## src/rtl/lfsr_pkg.sv

```systemverilog
// Shared definitions for the LFSR pseudo-random generator family:
// mode encodings and default maximal-length tap masks.
package lfsr_pkg;

  localparam logic [1:0] MODE_RUN   = 2'b00;
  localparam logic [1:0] MODE_SHIFT = 2'b01;
  localparam logic [1:0] MODE_LOAD  = 2'b10;
  localparam logic [1:0] MODE_HOLD  = 2'b11;

  localparam logic [7:0]  TAPS_8  = 8'hB8;
  localparam logic [15:0] TAPS_16 = 16'hB400;
  localparam logic [31:0] TAPS_32 = 32'hA300_0000;

endpackage

```

## src/rtl/lfsr_feedback.sv

```systemverilog
// Combinational Fibonacci feedback: XOR-reduce of the tapped state bits,
// plus an all-zero detect used for the lock-up escape.
module lfsr_feedback #(
  parameter int                WIDTH = 32,
  parameter logic [WIDTH-1:0]  TAPS  = WIDTH'(32'hA300_0000)
) (
  input  logic [WIDTH-1:0] state,
  output logic             fb_xor,
  output logic             is_zero
);

  assign fb_xor  = ^(state & TAPS);
  assign is_zero = (state == '0);

endmodule

```

## src/rtl/lfsr_prng_core.sv

```systemverilog
// Parametrised Fibonacci LFSR with serial shift-in, parallel load, hold,
// step counter, zero-escape pulse and period-detect pulse.
module lfsr_prng_core
  import lfsr_pkg::*;
#(
  parameter int               WIDTH = 32,
  parameter logic [WIDTH-1:0] TAPS  = WIDTH'(TAPS_32),
  parameter logic [WIDTH-1:0] SEED  = WIDTH'(32'h0000_0001),
  parameter int               OUT_W = 8,
  parameter int               CNT_W = 32
) (
  input  logic             clk,
  input  logic             rst,
  input  logic             en,
  input  logic [1:0]       mode,
  input  logic             ser_in,
  input  logic [WIDTH-1:0] load_val,
  output logic [WIDTH-1:0] state,
  output logic [OUT_W-1:0] out_word,
  output logic             ser_out,
  output logic             zero_fix,
  output logic             period_done,
  output logic [CNT_W-1:0] step_cnt
);

  if (OUT_W > WIDTH) begin : g_bad_out_w
    $error("lfsr_prng_core: OUT_W must not exceed WIDTH");
  end
  if (TAPS[WIDTH-1] == 1'b0) begin : g_bad_taps
    $error("lfsr_prng_core: TAPS must include the top state bit");
  end
  if (WIDTH < 4 || WIDTH > 64) begin : g_bad_width
    $error("lfsr_prng_core: WIDTH must be in 4..64");
  end

  logic [WIDTH-1:0] state_q, state_d;
  logic [WIDTH-1:0] seed_ref_q, seed_ref_d;
  logic [CNT_W-1:0] step_cnt_q, step_cnt_d;
  logic             zero_fix_q, zero_fix_d;
  logic             period_done_q, period_done_d;
  logic             fb_xor, is_zero;
  logic [WIDTH-1:0] run_next;

  lfsr_feedback #(
    .WIDTH (WIDTH),
    .TAPS  (TAPS)
  ) u_feedback (
    .state   (state_q),
    .fb_xor  (fb_xor),
    .is_zero (is_zero)
  );

  // The zero term forces a 1 in, so the all-zero lock-up state steps to 1.
  assign run_next = {state_q[WIDTH-2:0], fb_xor | is_zero};

  always_comb begin
    state_d       = state_q;
    seed_ref_d    = seed_ref_q;
    step_cnt_d    = step_cnt_q;
    zero_fix_d    = 1'b0;
    period_done_d = 1'b0;
    if (en) begin
      case (mode)
        MODE_RUN: begin
          state_d       = run_next;
          step_cnt_d    = step_cnt_q + CNT_W'(1);
          zero_fix_d    = is_zero;
          period_done_d = (run_next == seed_ref_q);
        end
        MODE_SHIFT: begin
          state_d    = {state_q[WIDTH-2:0], ser_in};
          step_cnt_d = step_cnt_q + CNT_W'(1);
        end
        MODE_LOAD: begin
          state_d    = load_val;
          seed_ref_d = load_val;
          step_cnt_d = '0;
        end
        default: ;
      endcase
    end
  end

  always_ff @(posedge clk) begin
    if (rst) begin
      state_q       <= SEED;
      seed_ref_q    <= SEED;
      step_cnt_q    <= '0;
      zero_fix_q    <= 1'b0;
      period_done_q <= 1'b0;
    end else begin
      state_q       <= state_d;
      seed_ref_q    <= seed_ref_d;
      step_cnt_q    <= step_cnt_d;
      zero_fix_q    <= zero_fix_d;
      period_done_q <= period_done_d;
    end
  end

  assign state       = state_q;
  assign out_word    = state_q[WIDTH-1 -: OUT_W];
  assign ser_out     = state_q[WIDTH-1];
  assign zero_fix    = zero_fix_q;
  assign period_done = period_done_q;
  assign step_cnt    = step_cnt_q;

endmodule

```

## config.mk

```make
export PLATFORM = sky130hd
export DESIGN_NAME = lfsr_prng_core
export DESIGN_NICKNAME = d
export VERILOG_FILES = /design/src/rtl/lfsr_pkg.sv /design/src/rtl/lfsr_feedback.sv /design/src/rtl/lfsr_prng_core.sv
export SDC_FILE = /design/constraint.sdc
export NUM_CORES = 1
export LEC_CHECK = 0
export BUFFER_PORTS_ARGS = -buffer_cell sky130_fd_sc_hd__buf_2
export CELL_PAD_IN_SITES_DETAIL_PLACEMENT = 0
export CELL_PAD_IN_SITES_GLOBAL_PLACEMENT = 1
export CORE_AREA = 5 5 115 117
export CTS_CLUSTER_SIZE = 24
export DETAILED_ROUTE_END_ITERATION = 6
export DIE_AREA = 0 0 120 122
export PLACE_DENSITY = 0.82
export SYNTH_ARGS = -nofsm -noshare
export SYNTH_HDL_FRONTEND = slang
export SYNTH_SLANG_ARGS = --single-unit
```

## constraint.sdc

```tcl
create_clock -name clk -period 2.35 [get_ports clk]
set_clock_uncertainty 0.05 [all_clocks]
set_input_delay 0.5875 -clock clk [delete_from_list [all_inputs] [get_ports clk]]
set_output_delay 0.5875 -clock clk [all_outputs]
set_load 0.01 [all_outputs]
```

==> flow_summary.json <==
{
  "status": "finished, final reports clean",
  "htreeDepth": 3,
  "power.leakage_nw": 2.35,
  "layout-area-overhead-vs-synth_pct": 20.7,
  "clk_pin_slew_worst_paths_ps": 60,
  "dieArea_um2": 14600,
  "post-cts-setup-buffer-count": 0,
  "grt_max_degree": 37,
  "min_period_ps": 1990,
  "worstPathMaxFanout": 14,
  "fin_crit_sh": 0.849,
  "min_from": "seed_ref_q[12]",
  "hold_violations": 0,
  "dpl.hpwl_mm": 9.06,
  "clk-insertion-delay-late_ps": 350,
  "vias_per_cell": 5.31,
  "crit_path_start_kind": "input pin",
  "fp-row-count": 41,
  "slowest_stage": "nor4_1",
  "clock.fmax_mhz": 501,
  "required_ps": 2540,
  "ctsHoldBuffers": 0,
  "p_seq_frac": 0.479,
  "cts_resized": 0,
  "fin_setup_tns_ps": 0,
  "synthXorXnorAreaFrac": 0.122,
  "synth-simple-area-share": 0.268,
  "rsz0062_at_grt": "no",
  "ant_nets": 0,
  "synth-compound-area-share": 0.107,
  "switching_share": 0.273,
  "cts_tree": "done",
  "path_cells": "buf_2 > ha_1 > and2b_1 > nand4_4 > nor4_1 > xnor2_1 > nor2_1",
  "wire_per_inst_um": 16.5,
  "drv_cap": 0,
  "tightest_slew_ps": 571,
  "synth-seq-area-share": 0.428,
  "crit_buf_inv": 1,
  "peakVddDrop_uv": 347,
  "finalNonFillerCells": 783,
  "ios": 113,
  "cts_sinks": 98,
  "core_area_um2": 12300,
  "via_count": 4155,
  "syn_avg_cell_area_um2": 8.51,
  "relSlewSlack": 0.620,
  "cpLargestDelayFamily": "simple AND/OR/NAND/NOR gates",
  "path_class": "in -> reg",
  "dpl.cell_count": 767,
  "synthMuxAreaShare": 0,
  "internal_power_mw": 2.75,
  "drv_slew": 0,
  "regToRegStartpoint": "state[24]",
  "synth_nets": 582,
  "drc": 0,
  "drt_iter0_drc": 371,
  "wl_mm": 12.9,
  "switching_power_mw": 1.03,
  "n_antenna_cell": 0,
  "setup_violations": 0,
  "min_path_type": "reg -> reg",
  "arrival_ps": 2180,
  "synth_fa_ha_area_frac": 0.0164,
  "numCtsBuffers": 9,
  "initial_utilization": 0.374,
  "ys_types": 36,
  "clock_power_share": 0.395,
  "first_global_vias": 4029,
  "grt_overflow": 0,
  "first_pass_iters": 5,
  "antenna_found_initial": 0,
  "fillers": 1226,
  "synthCells": 538,
  "crit_path_max_incr_delay_ps": 430,
  "root_buffer": "clkbuf_16",
  "gr-usage-all-layers": 0.180,
  "synth-seq-cells": 98,
  "cts_buffer_depth": 2,
  "combPwrFrac": 0.126,
  "synth_top_family_by_area": "simple AND/OR/NAND/NOR gates",
  "nNetsFinal": 672,
  "port_buffers": 112,
  "grt_pass1_wl_mm": 20.9,
  "endpoint_kind": "register",
  "drive_gt1_frac": 0.240,
  "p_per_area_nw_per_um2": 684,
  "yosysWarnings": 0,
  "die_y_um": 122,
  "gp_congestion": 0.802,
  "syn-cell-area_um2": 4580,
  "startpoint": "mode[1]",
  "dieWidth_um": 120
}
[cell type report]
type	count	area, µm²	share of cell area
Tap cell	150	188	0.0340
Multi-Input combinational cell	385	2350	0.426
Clock inverter	6	65.1	0.0118
Timing Repair Buffer	125	696	0.126
Inverter	9	33.8	0.00611
Sequential cell	98	1960	0.355
Clock buffer	10	229	0.0414
[registers in the layout (all words and copies together), names as in the netlist]
signal,flops
seed_ref_q,32
step_cnt,32
period_done,1
zero_fix,1
state,32
[power by group through the flow]
stage | sequential (mW) | clock, mW | combinational [mW]
3_3_place_gp | 1.85 | 0 | 0.474
6_report | 1.81 | 1.49 | 0.476
2_1_floorplan | 1.85 | 0 | 0.282
4_1_cts | 1.81 | 1.51 | 0.481
3_5_place_dp | 1.85 | 0 | 0.478
5_1_grt | 1.82 | 1.61 | 0.527
[tightest hold or removal path, delay by kind of cell, from the launching register on]
family / cells / cell delay [ps]
simple gates: 1 / 50
compound gates: 1 / 50
flops: 1 / 320
[worst paths after layout]
kind | end | slack [ps] | cells after the start
worst max-delay path | step_cnt[31] | 360 | 7
worst max register to register | period_done | 400 | 7
worst min-delay path | seed_ref_q[12] | 420 | 2
worst min register to register | seed_ref_q[12] | 420 | 2
[stage by stage]
step	hold WS, ps	util	cell area (µm²)	power [mW]	setup WS, ps
finish	418	0.451	5530	3.78	356
global route	430	0.451	5530	3.95	203
CTS	411	0.451	5530	3.81	378
detailed placement	408	0.427	5230	2.33	28.6
global placement	405	0.427	5230	2.32	79.6
floorplan	398	-	4580	2.13	339
[layout by cell type, fill, tap and decap left out, types with 4 or more instances in the layout]
cell       netlist  routed
nor2_1          63      63
dfxtp_1         98      98
xor2_1          36      36
buf_2            2     112
ha_1             6       6
buf_4            9      10
a21oi_1         35      35
a221oi_1        31      31
nand4_1          6       6
and2_1           4       4
nor3_1          38      38
nand2_1         78      78
inv_1            9       9
clkbuf_16        0       9
nand3_1          8       8
nor4_2           4       4
nor4_1          22      22
xnor2_1         28      28
[cells by family (layout without fill, tap and decap cells)]
| kind of cell | after synthesis | in the layout |
|---|---|---|
| and+or+nand+nor | 242 | 242 |
| DFF | 98 | 98 |
| AOI/OAI and AO/OA | 73 | 73 |
| xor gates and xnor gates | 64 | 64 |
| buffers and inverters | 55 | 150 |
| adders and majority gates | 6 | 6 |
[Yosys cell counts]
library cell | instances | area share
inv_1 | 9 | 0.0074
or3_2 | 1 | 0.0016
and4_1 | 3 | 0.0057
a22oi_1 | 1 | 0.0016
buf_4 | 9 | 0.015
xor2_1 | 36 | 0.069
ha_1 | 6 | 0.016
buf_1 | 5 | 0.0041
dfxtp_1 | 98 | 0.43
a21oi_1 | 35 | 0.038
nor4b_1 | 2 | 0.0038
nor4_1 | 22 | 0.030
nor4_4 | 1 | 0.0046
nand3_1 | 8 | 0.0087
a211oi_1 | 2 | 0.0033
and4_4 | 1 | 0.0025
and4_2 | 1 | 0.0022
nand3_4 | 1 | 0.0038
nand4_4 | 3 | 0.014
xnor2_1 | 28 | 0.054
nor2_1 | 63 | 0.052
nor3b_1 | 1 | 0.0016
o21ai_0 | 3 | 0.0033
nor3_1 | 38 | 0.042
clkbuf_1 | 27 | 0.022
buf_6 | 3 | 0.0074
a221oi_1 | 31 | 0.059
and2b_1 | 1 | 0.0016
nand3b_1 | 1 | 0.0016
buf_2 | 2 | 0.0022
and2_1 | 4 | 0.0055
a21o_1 | 1 | 0.0016
nand2b_1 | 3 | 0.0041
nand2_1 | 78 | 0.064
nor4_2 | 4 | 0.011
nand4_1 | 6 | 0.0082
[layer usage]
layer / track usage / part of all wire / wire length [µm]
met1: 0.240 / 0.46 / 5910
met2: 0.283 / 0.46 / 6000
met3: 0.0460 / 0.059 / 762
met4: 0.0637 / 0.020 / 263
met5: 0 / 0 / 0
No activity file was read; power rests on OpenSTA's default activity.
